File: src/rtl/pipeline_pkg.sv
// Shared types and constants for the in-order pipeline hazard controller:
// freeze FSM encoding, forwarding select codes, shadow stage record.
package pipeline_pkg;
    localparam int REG_W = 5;
    localparam int CNT_W = 16;

    typedef enum logic [1:0] {
        ST_RUN    = 2'd0,
        ST_DRAIN  = 2'd1,
        ST_FROZEN = 2'd2
    } frz_state_e;

    typedef enum logic [1:0] {
        FWD_RF    = 2'b00,
        FWD_EXMEM = 2'b10,
        FWD_MEMWB = 2'b01
    } fwd_sel_e;

    localparam logic [6:0] OP_LOAD   = 7'b0000011;
    localparam logic [6:0] OP_OPIMM  = 7'b0010011;
    localparam logic [6:0] OP_OP     = 7'b0110011;
    localparam logic [6:0] OP_BRANCH = 7'b1100011;
    localparam logic [6:0] OP_JAL    = 7'b1101111;

    typedef struct packed {
        logic             valid;
        logic [REG_W-1:0] rd;
        logic             reg_write;
        logic             is_load;
    } stage_t;

    function automatic logic [CNT_W-1:0] sat_inc(input logic [CNT_W-1:0] v);
        return (&v) ? v : v + 1'b1;
    endfunction
endpackage

File: src/rtl/hazard_match.sv
// One producer-stage vs one consumer-source compare; x0 is never a dependency.
module hazard_match
    import pipeline_pkg::*;
(
    input  logic             valid,
    input  logic             reg_write,
    input  logic [REG_W-1:0] rd,
    input  logic [REG_W-1:0] src,
    input  logic             use_src,
    output logic             match
);
    assign match = valid && reg_write && (rd != '0) && use_src && (src == rd);
endmodule

File: src/rtl/pipeline_hazard_ctrl.sv
// Hazard unit for a 5-stage pipeline: load-use stall, redirect flush, EX operand
// forwarding selects, and a debug freeze that drains the pipe before acking.
module pipeline_hazard_ctrl
    import pipeline_pkg::*;
(
    input  logic             clk,
    input  logic             rst,
    input  logic             id_valid,
    input  logic [REG_W-1:0] id_rs1_addr,
    input  logic [REG_W-1:0] id_rs2_addr,
    input  logic [REG_W-1:0] id_rd_addr,
    input  logic             id_uses_rs1,
    input  logic             id_uses_rs2,
    input  logic             id_reg_write,
    input  logic             id_is_load,
    input  logic             ex_redirect,
    input  logic             freeze_req,
    output logic             freeze_ack,
    output logic             pc_stall,
    output logic             if_id_stall,
    output logic             if_id_flush,
    output logic             id_ex_bubble,
    output logic [1:0]       fwd_a,
    output logic [1:0]       fwd_b,
    output logic [CNT_W-1:0] stall_cnt,
    output logic [CNT_W-1:0] flush_cnt
);
    stage_t           ex_q, mem_q, wb_q, ex_d;
    frz_state_e       state_q;
    logic             freeze_ack_q;
    fwd_sel_e         fwd_a_q, fwd_a_d, fwd_b_q, fwd_b_d;
    logic [CNT_W-1:0] stall_cnt_q, stall_cnt_d, flush_cnt_q, flush_cnt_d;
    logic             ex_m1, ex_m2, mem_m1, mem_m2;
    logic             use1, use2, redirect, load_use, hold;

    assign use1 = id_valid && id_uses_rs1;
    assign use2 = id_valid && id_uses_rs2;

    hazard_match u_ex_rs1  (.valid(ex_q.valid),  .reg_write(ex_q.reg_write),  .rd(ex_q.rd),
                            .src(id_rs1_addr), .use_src(use1), .match(ex_m1));
    hazard_match u_ex_rs2  (.valid(ex_q.valid),  .reg_write(ex_q.reg_write),  .rd(ex_q.rd),
                            .src(id_rs2_addr), .use_src(use2), .match(ex_m2));
    hazard_match u_mem_rs1 (.valid(mem_q.valid), .reg_write(mem_q.reg_write), .rd(mem_q.rd),
                            .src(id_rs1_addr), .use_src(use1), .match(mem_m1));
    hazard_match u_mem_rs2 (.valid(mem_q.valid), .reg_write(mem_q.reg_write), .rd(mem_q.rd),
                            .src(id_rs2_addr), .use_src(use2), .match(mem_m2));

    assign redirect = ex_redirect && ex_q.valid;
    assign load_use = ex_q.is_load && (ex_m1 || ex_m2);
    assign hold     = (state_q != ST_RUN);

    always_comb begin
        pc_stall     = 1'b0;
        if_id_stall  = 1'b0;
        if_id_flush  = 1'b0;
        id_ex_bubble = 1'b0;
        if (!rst) begin
            if (hold) begin
                pc_stall     = 1'b1;
                if_id_stall  = 1'b1;
                id_ex_bubble = 1'b1;
                if_id_flush  = redirect;
            end else if (redirect) begin
                if_id_flush  = 1'b1;
                id_ex_bubble = 1'b1;
            end else if (load_use) begin
                pc_stall     = 1'b1;
                if_id_stall  = 1'b1;
                id_ex_bubble = 1'b1;
            end
        end
    end

    // Selects are captured with the instruction so EX sees them alongside its operands.
    always_comb begin
        ex_d = '{valid: id_valid, rd: id_rd_addr, reg_write: id_reg_write, is_load: id_is_load};
        fwd_a_d = FWD_RF;
        fwd_b_d = FWD_RF;
        if (id_ex_bubble) begin
            ex_d = '0;
        end else begin
            if (ex_m1 && !ex_q.is_load) fwd_a_d = FWD_EXMEM;
            else if (mem_m1)            fwd_a_d = FWD_MEMWB;
            if (ex_m2 && !ex_q.is_load) fwd_b_d = FWD_EXMEM;
            else if (mem_m2)            fwd_b_d = FWD_MEMWB;
        end
        stall_cnt_d = (!hold && !redirect && load_use) ? sat_inc(stall_cnt_q) : stall_cnt_q;
        flush_cnt_d = (!hold && redirect) ? sat_inc(flush_cnt_q) : flush_cnt_q;
    end

    always_ff @(posedge clk) begin
        if (rst) begin
            ex_q         <= '0;
            mem_q        <= '0;
            wb_q         <= '0;
            fwd_a_q      <= FWD_RF;
            fwd_b_q      <= FWD_RF;
            stall_cnt_q  <= '0;
            flush_cnt_q  <= '0;
            state_q      <= ST_RUN;
            freeze_ack_q <= 1'b0;
        end else begin
            ex_q        <= ex_d;
            mem_q       <= ex_q;
            wb_q        <= mem_q;
            fwd_a_q     <= fwd_a_d;
            fwd_b_q     <= fwd_b_d;
            stall_cnt_q <= stall_cnt_d;
            flush_cnt_q <= flush_cnt_d;
            case (state_q)
                ST_RUN: if (freeze_req) state_q <= ST_DRAIN;
                ST_DRAIN: begin
                    if (!freeze_req) begin
                        state_q <= ST_RUN;
                    end else if (!ex_q.valid && !mem_q.valid && !wb_q.valid) begin
                        state_q      <= ST_FROZEN;
                        freeze_ack_q <= 1'b1;
                    end
                end
                ST_FROZEN: begin
                    if (!freeze_req) begin
                        state_q      <= ST_RUN;
                        freeze_ack_q <= 1'b0;
                    end
                end
                default: begin
                    state_q      <= ST_RUN;
                    freeze_ack_q <= 1'b0;
                end
            endcase
        end
    end

    assign freeze_ack = freeze_ack_q;
    assign fwd_a      = fwd_a_q;
    assign fwd_b      = fwd_b_q;
    assign stall_cnt  = stall_cnt_q;
    assign flush_cnt  = flush_cnt_q;
endmodule

File: config.mk
export PLATFORM = sky130hd
export DESIGN_NAME = pipeline_hazard_ctrl
export DESIGN_NICKNAME = d
export VERILOG_FILES = /design/src/rtl/pipeline_pkg.sv /design/src/rtl/hazard_match.sv /design/src/rtl/pipeline_hazard_ctrl.sv
export SDC_FILE = /design/constraint.sdc
export NUM_CORES = 1
export LEC_CHECK = 0
export BUFFER_PORTS_ARGS = -buffer_cell sky130_fd_sc_hd__buf_2
export CORE_UTILIZATION = 40
export DETAILED_ROUTE_END_ITERATION = 6
export PLACE_DENSITY = 0.62
export SETUP_SLACK_MARGIN = 0.4
export SLEW_MARGIN = 40
export SYNTH_ARGS = -nofsm -noshare
export SYNTH_HDL_FRONTEND = slang
export SYNTH_SLANG_ARGS = --single-unit
File: constraint.sdc
create_clock -name clk -period 4.1 [get_ports clk]
set_clock_uncertainty 0.1 [all_clocks]
set_input_delay 0.205 -clock clk [delete_from_list [all_inputs] [get_ports clk]]
set_output_delay 0.205 -clock clk [all_outputs]
set_load 0.02 [all_outputs]
# Word-level counts from Yosys, hierarchy flattened
# Cells that the tools add are included.
# W data, S select, Z words.
[totals]
inputBits = 24
register_bits = 55
word_cells = 98
[classes]
bitwise_logic = 3
muxes = 23
n_reduce_logical = 43
n_eq_ne = 11
add_sub_neg = 2
[ops]
columns = ["cell", "count"]
rows = [
  ["$add A16 B1 Y16 const B", 2],
  ["$reduce_and A16 Y1", 2],
  ["$logic_and A1 B1 Y1", 23],
  ["$eq A5 B5 Y1", 4],
  ["$mux W1", 15],
  ["$mux W2", 6],
  ["$reduce_bool A5 Y1", 2],
  ["$ne A2 B2 Y1 const B", 4],
  ["$logic_not A1 Y1", 6],
  ["$pmux W2 S3", 1],
  ["$reduce_or A3 Y1", 2],
  ["$reduce_and A2 Y1", 2],
  ["$reduce_and A4 Y1", 1],
  ["$ne A3 B3 Y1 const B", 1],
  ["$not A1 Y1", 3],
  ["$pmux W1 S3", 1],
  ["$reduce_and A3 Y1", 1],
  ["$eq A2 B1 Y1 const B", 1],
  ["$eq A2 B2 Y1 const B", 1],
  ["$logic_not A2 Y1", 1],
  ["$reduce_bool A2 Y1", 1],
  ["$reduce_or A2 Y1", 1],
  ["$logic_or A1 B1 Y1", 1],
]

# Depth between registers and ports, before layout
[depth]
ltp_word = 11
ltp_mapped = 8
ltp_nobuf = 6

# Hierarchy
# A second synthesis with hierarchy kept.
[unflattened]
cells_unflattened = 292
hier_area_um2 = 2590.0
[modules_own_cells]
columns = ["mod", "n_inst", "cells_per_inst", "area_each_um2"]
rows = [
  ["pipeline_hazard_ctrl", 1, 252, 2309.7],
  ["hazard_match", 4, 10, 70.1],
]

# Worst setup path before layout
# No wires, ideal clock.
[synth_path]
path_type = "reg-to-output"
startpoint = "register ex_q[3] in the netlist's numbering"
endpoint = "output port pc_stall"
t_arrival_ns = 2.094
required_ns = 3.795
n_path_buf = 2
setup_slack_ns = 1.701
path_stages_with_launch = 9
path_cell_list = "dfxtp_1 -> xnor2_1 -> nand4_1 -> nor3_2 -> nor2_1 -> clkbuf_1 -> or2_2 -> o22ai_1 -> buf_4"
[synth_via]
elab_chain_cells = 10
word_cells_on_any_way = 14
cone_classes = "eq/ne (2); mux (4); reduce/logical (8)"
[synth_lines]
columns = ["element", "line_no", "text"]
rows = [
  ["start: declaration", "pipeline_hazard_ctrl.sv:28", "stage_t ex_q, mem_q, wb_q, ex_d;"],
  ["start signal: assignment", "pipeline_hazard_ctrl.sv:93", "ex_q <= '0;"],
  ["start signal: assignment", "pipeline_hazard_ctrl.sv:103", "ex_q <= ex_d;"],
  ["$reduce_bool A5 Y1", "hazard_match.sv:12", "assign match = valid && reg_write && (rd != '0) && use_src && (src == rd);"],
  ["$logic_and A1 B1 Y1 (3 in a row)", "hazard_match.sv:12", ""],
  ["$logic_or A1 B1 Y1 *", "pipeline_hazard_ctrl.sv:49", "assign load_use = ex_q.is_load && (ex_m1 || ex_m2);"],
  ["$logic_and A1 B1 Y1 *", "pipeline_hazard_ctrl.sv:49", ""],
  ["$mux W1 * (4 in a row)", "n/a", ""],
  ["end: declaration", "pipeline_hazard_ctrl.sv:19", "output logic pc_stall,"],
]
# Mark *: on every way between the ends. The rest lies on a longest branch, timed or not.

# Worst setup path in the final report
[layout_path]
startpoint = "register ex_q[3] in the netlist's numbering"
endpoint = "output port pc_stall"
[layout_via]
elab_chain_cells = 10
word_cells_on_any_way = 14
cone_classes = "eq/ne (2); mux (4); reduce/logical (8)"
[layout_lines]
columns = ["element", "line_no", "text"]
rows = [
  ["$reduce_bool A5 Y1", "hazard_match.sv:12", ""],
  ["$logic_and A1 B1 Y1 (3 in a row)", "hazard_match.sv:12", ""],
  ["$logic_or A1 B1 Y1 *", "pipeline_hazard_ctrl.sv:49", ""],
  ["$logic_and A1 B1 Y1 *", "pipeline_hazard_ctrl.sv:49", ""],
  ["$mux W1 *", "pipeline_hazard_ctrl.sv:66", "end else if (load_use) begin"],
  ["$mux W1 *", "pipeline_hazard_ctrl.sv:63", "end else if (redirect) begin"],
  ["$mux W1 *", "pipeline_hazard_ctrl.sv:58", "if (hold) begin"],
  ["$mux W1 *", "pipeline_hazard_ctrl.sv:57", "if (!rst) begin"],
]
# Marks and branches as above.

==> flow_summary.yaml <==
floorplan:
  pin_count: 65
  coreArea_um2: 6350
  initial_core_util_pct: 41.6
  die_w_um: 83.3
  rows: 29
  die_area_um2: 6940
  fp.dieH_um: 83.3
clock_network:
  htreeDepth: 2
  clock_sinks: 55
  cts_resized: 0
  cts_tree: "built"
  ctsLongestPathBuffers: 2
  path_clk_slew_ns: 0.08
  cts_made_buffers: 5
  clk_latency_ns: 0.30
  cts_root_buffer: "clkbuf_8"
min_path:
  hold_path_class: "primary input to register"
layout:
  layout_common_cells: "buf_2, dfxtp_1, nor2_1, xnor2_1"
  antenna_cells: 0
  final_cell_area_um2: 3160
  final_layout_size_suffix_gt1_share_pct: 24.7
  final_common_cell: "buf_2"
  nets: 385
  areaGrowthSynthToFinish_pct: 19.5
  stdcell_count: 437
placement:
  dp_hpwl_mm: 4.09
  place_congestion: 0.896
  dp.cells: 425
  io_buffers: 64
  placed_area_um2: 3030
synthesis:
  synth_cells: 292
  ys_types: 49
  synth_area_um2: 2640
  yosys_register_bits: 55
  yosys_warnings: 0
  synth_ff_type: "dfxtp_1"
  syn-num-nets: 318
  synth-edff-count: 0
  yosysSeqAreaShare_pct: 41.6
  avgSynthCellArea_um2: 9.05
  async_reset_ff_share_pct: 0
critical_path:
  slowest_delay_ns: 0.43
  slowest_stage: "dfxtp_1"
  worst-setup-path-type: "register to output port"
  cp.arrival_ns: 2.26
  required_ns: 3.80
  endpoint_kind: "output port"
  cp-start-kind: "register"
  path_cells: "xnor2_1 -> nand4_1 -> nor3_2 -> nor2_1 -> buf_4 -> or2_2 -> o22ai_1 -> buf_2"
  path_max_fanout: 26
pwr:
  power_leakage_nw: 1.28
  p_per_area_nw_per_um2: 294
  total_power_uw: 929
  peakVddDrop_mv: 0.145
grt:
  grt-ovfl-total: 0
  grt_max_degree: 32
  grt_pass1_wl_mm: 9.50
  antenna_found_initial: 0
  grt_pass1_vias: 2117
  grt_use_total_pct: 16.6
drt:
  wl_per_cell_um: 12.8
  num_vias: 2291
  via_per_inst: 5.24
  drt_iter0_drc: 41
  first_pass_iters: 4
  drc: 0
  finalWirelength_mm: 5.61
  ant_nets: 0
timing:
  rsz0062_at_grt: "false"
  timing.final.crit_share_pct: 62.6
  finalSetupViolations: 0
  fin_hold_ws_ns: 0.00984
  period_minus_slack_ns: 2.57
  slew_headroom_pct: 61.7
  finalSetupTns_ns: 0
  worst_pin_slew_ns: 0.569
  final_hold_viol_count: 0
  slew_violations: 0
  max_freq_mhz: 390
run_status:
  status: "finished, final reports clean"
job:
  drv_cap: 0
## cells by family after synthesis
family	Yosys count	share of synthesized area, %
DFF	55	41.6
buffers and inverters	16	2.46
AOI/OAI and AO/OA	39	9.84
xor gates and xnor gates	31	10.3
adders and majority gates	2	0.946
muxes	10	4.16
and+or+nand+nor	139	30.7
## layer usage
metal / routed length [µm] / vias to the layer above / GRT usage [%]
met3: 217 / 5 / 3.58
met5: 0 / - / 0
met1: 2630 / 1059 / 21.1
met2: 2710 / 45 / 28.3
li1: - / 1182 / -
met4: 53 / 0 / 4.23
## what timing repair did
item / CTS / global route
hold buffers: 4 / 0
setup endpoints to repair: 0 / 0
endpoints found under the hold margin: 4 / 0
buffers inserted: 0 / 0
## critical path, delay by kind of cell, from the launching register on
family	cells	cell delay, ns
AO/OA/AOI/OAI	1	0.21
XOR/XNOR	1	0.14
buffers and inverters	2	0.42
flip-flops	1	0.43
AND/OR/NAND/NOR	4	0.77
## metrics by stage
| step | util [%] | setup slack (ns) |
|---|---|---|
| detailed placement | 47.8 | 1.81 |
| global placement | 47.8 | 1.87 |
| floorplan | - | 1.70 |
| CTS | 49.7 | 1.49 |
| global route | 49.7 | 1.37 |
| finish | 49.7 | 1.53 |
## power breakdown
part	total (mW)	internal [mW]	switching [mW]	leakage [nW]
combinational	0.0814	0.0380	0.0434	0.791
clock	0.292	0.120	0.172	0.0412
sequential	0.556	0.544	0.0114	0.446
## layout make-up
| type | count | area (µm²) |
|---|---|---|
| Fill cell | 632 | 3190 |
| Multi-Input combinational cell | 221 | 1480 |
| Sequential cell | 55 | 1100 |
| Timing Repair Buffer | 70 | 375 |
| Tap cell | 77 | 96.3 |
| Clock buffer | 6 | 72.6 |
| Inverter | 6 | 22.5 |
| Clock inverter | 2 | 12.5 |
## cell usage after synthesis (all sizes together), types with 5 or more instances
library cell | number | area share, %
a21oi | 15 | 2.8
and2 | 9 | 2.1
buf | 5 | 0.90
clkbuf | 5 | 0.71
dfxtp | 55 | 42
inv | 6 | 0.85
mux2 | 8 | 3.4
nand2 | 17 | 2.5
nand3 | 10 | 2.1
nand4 | 13 | 3.1
nor2 | 30 | 4.3
nor2b | 16 | 3.8
nor3 | 5 | 1.8
nor4 | 5 | 1.2
o31ai | 8 | 2.3
or3 | 7 | 1.7
or4 | 9 | 2.7
xnor2 | 19 | 6.3
xor2 | 12 | 4.0
## path summary, 6_finish.rpt
kind	startpoint	endpoint	slack, ns	cells after the start
setup / recovery	ex_q[3]	pc_stall	1.53	8
hold / removal	id_reg_write	ex_q[1]	0.01	2
setup reg to reg	ex_q[3]	stall_cnt[13]	1.80	7
hold reg to reg	ex_q[1]	mem_q[1]	0.38	1
## state kept, by name (all words and copies together) (netlist names)
register    count
fwd_b           2
freeze_ack      1
flush_cnt      16
ex_q            8
mem_q           7
state_q         2
fwd_a           2
wb_q            1
stall_cnt      16
No activity file was read; power rests on OpenSTA's default activity.
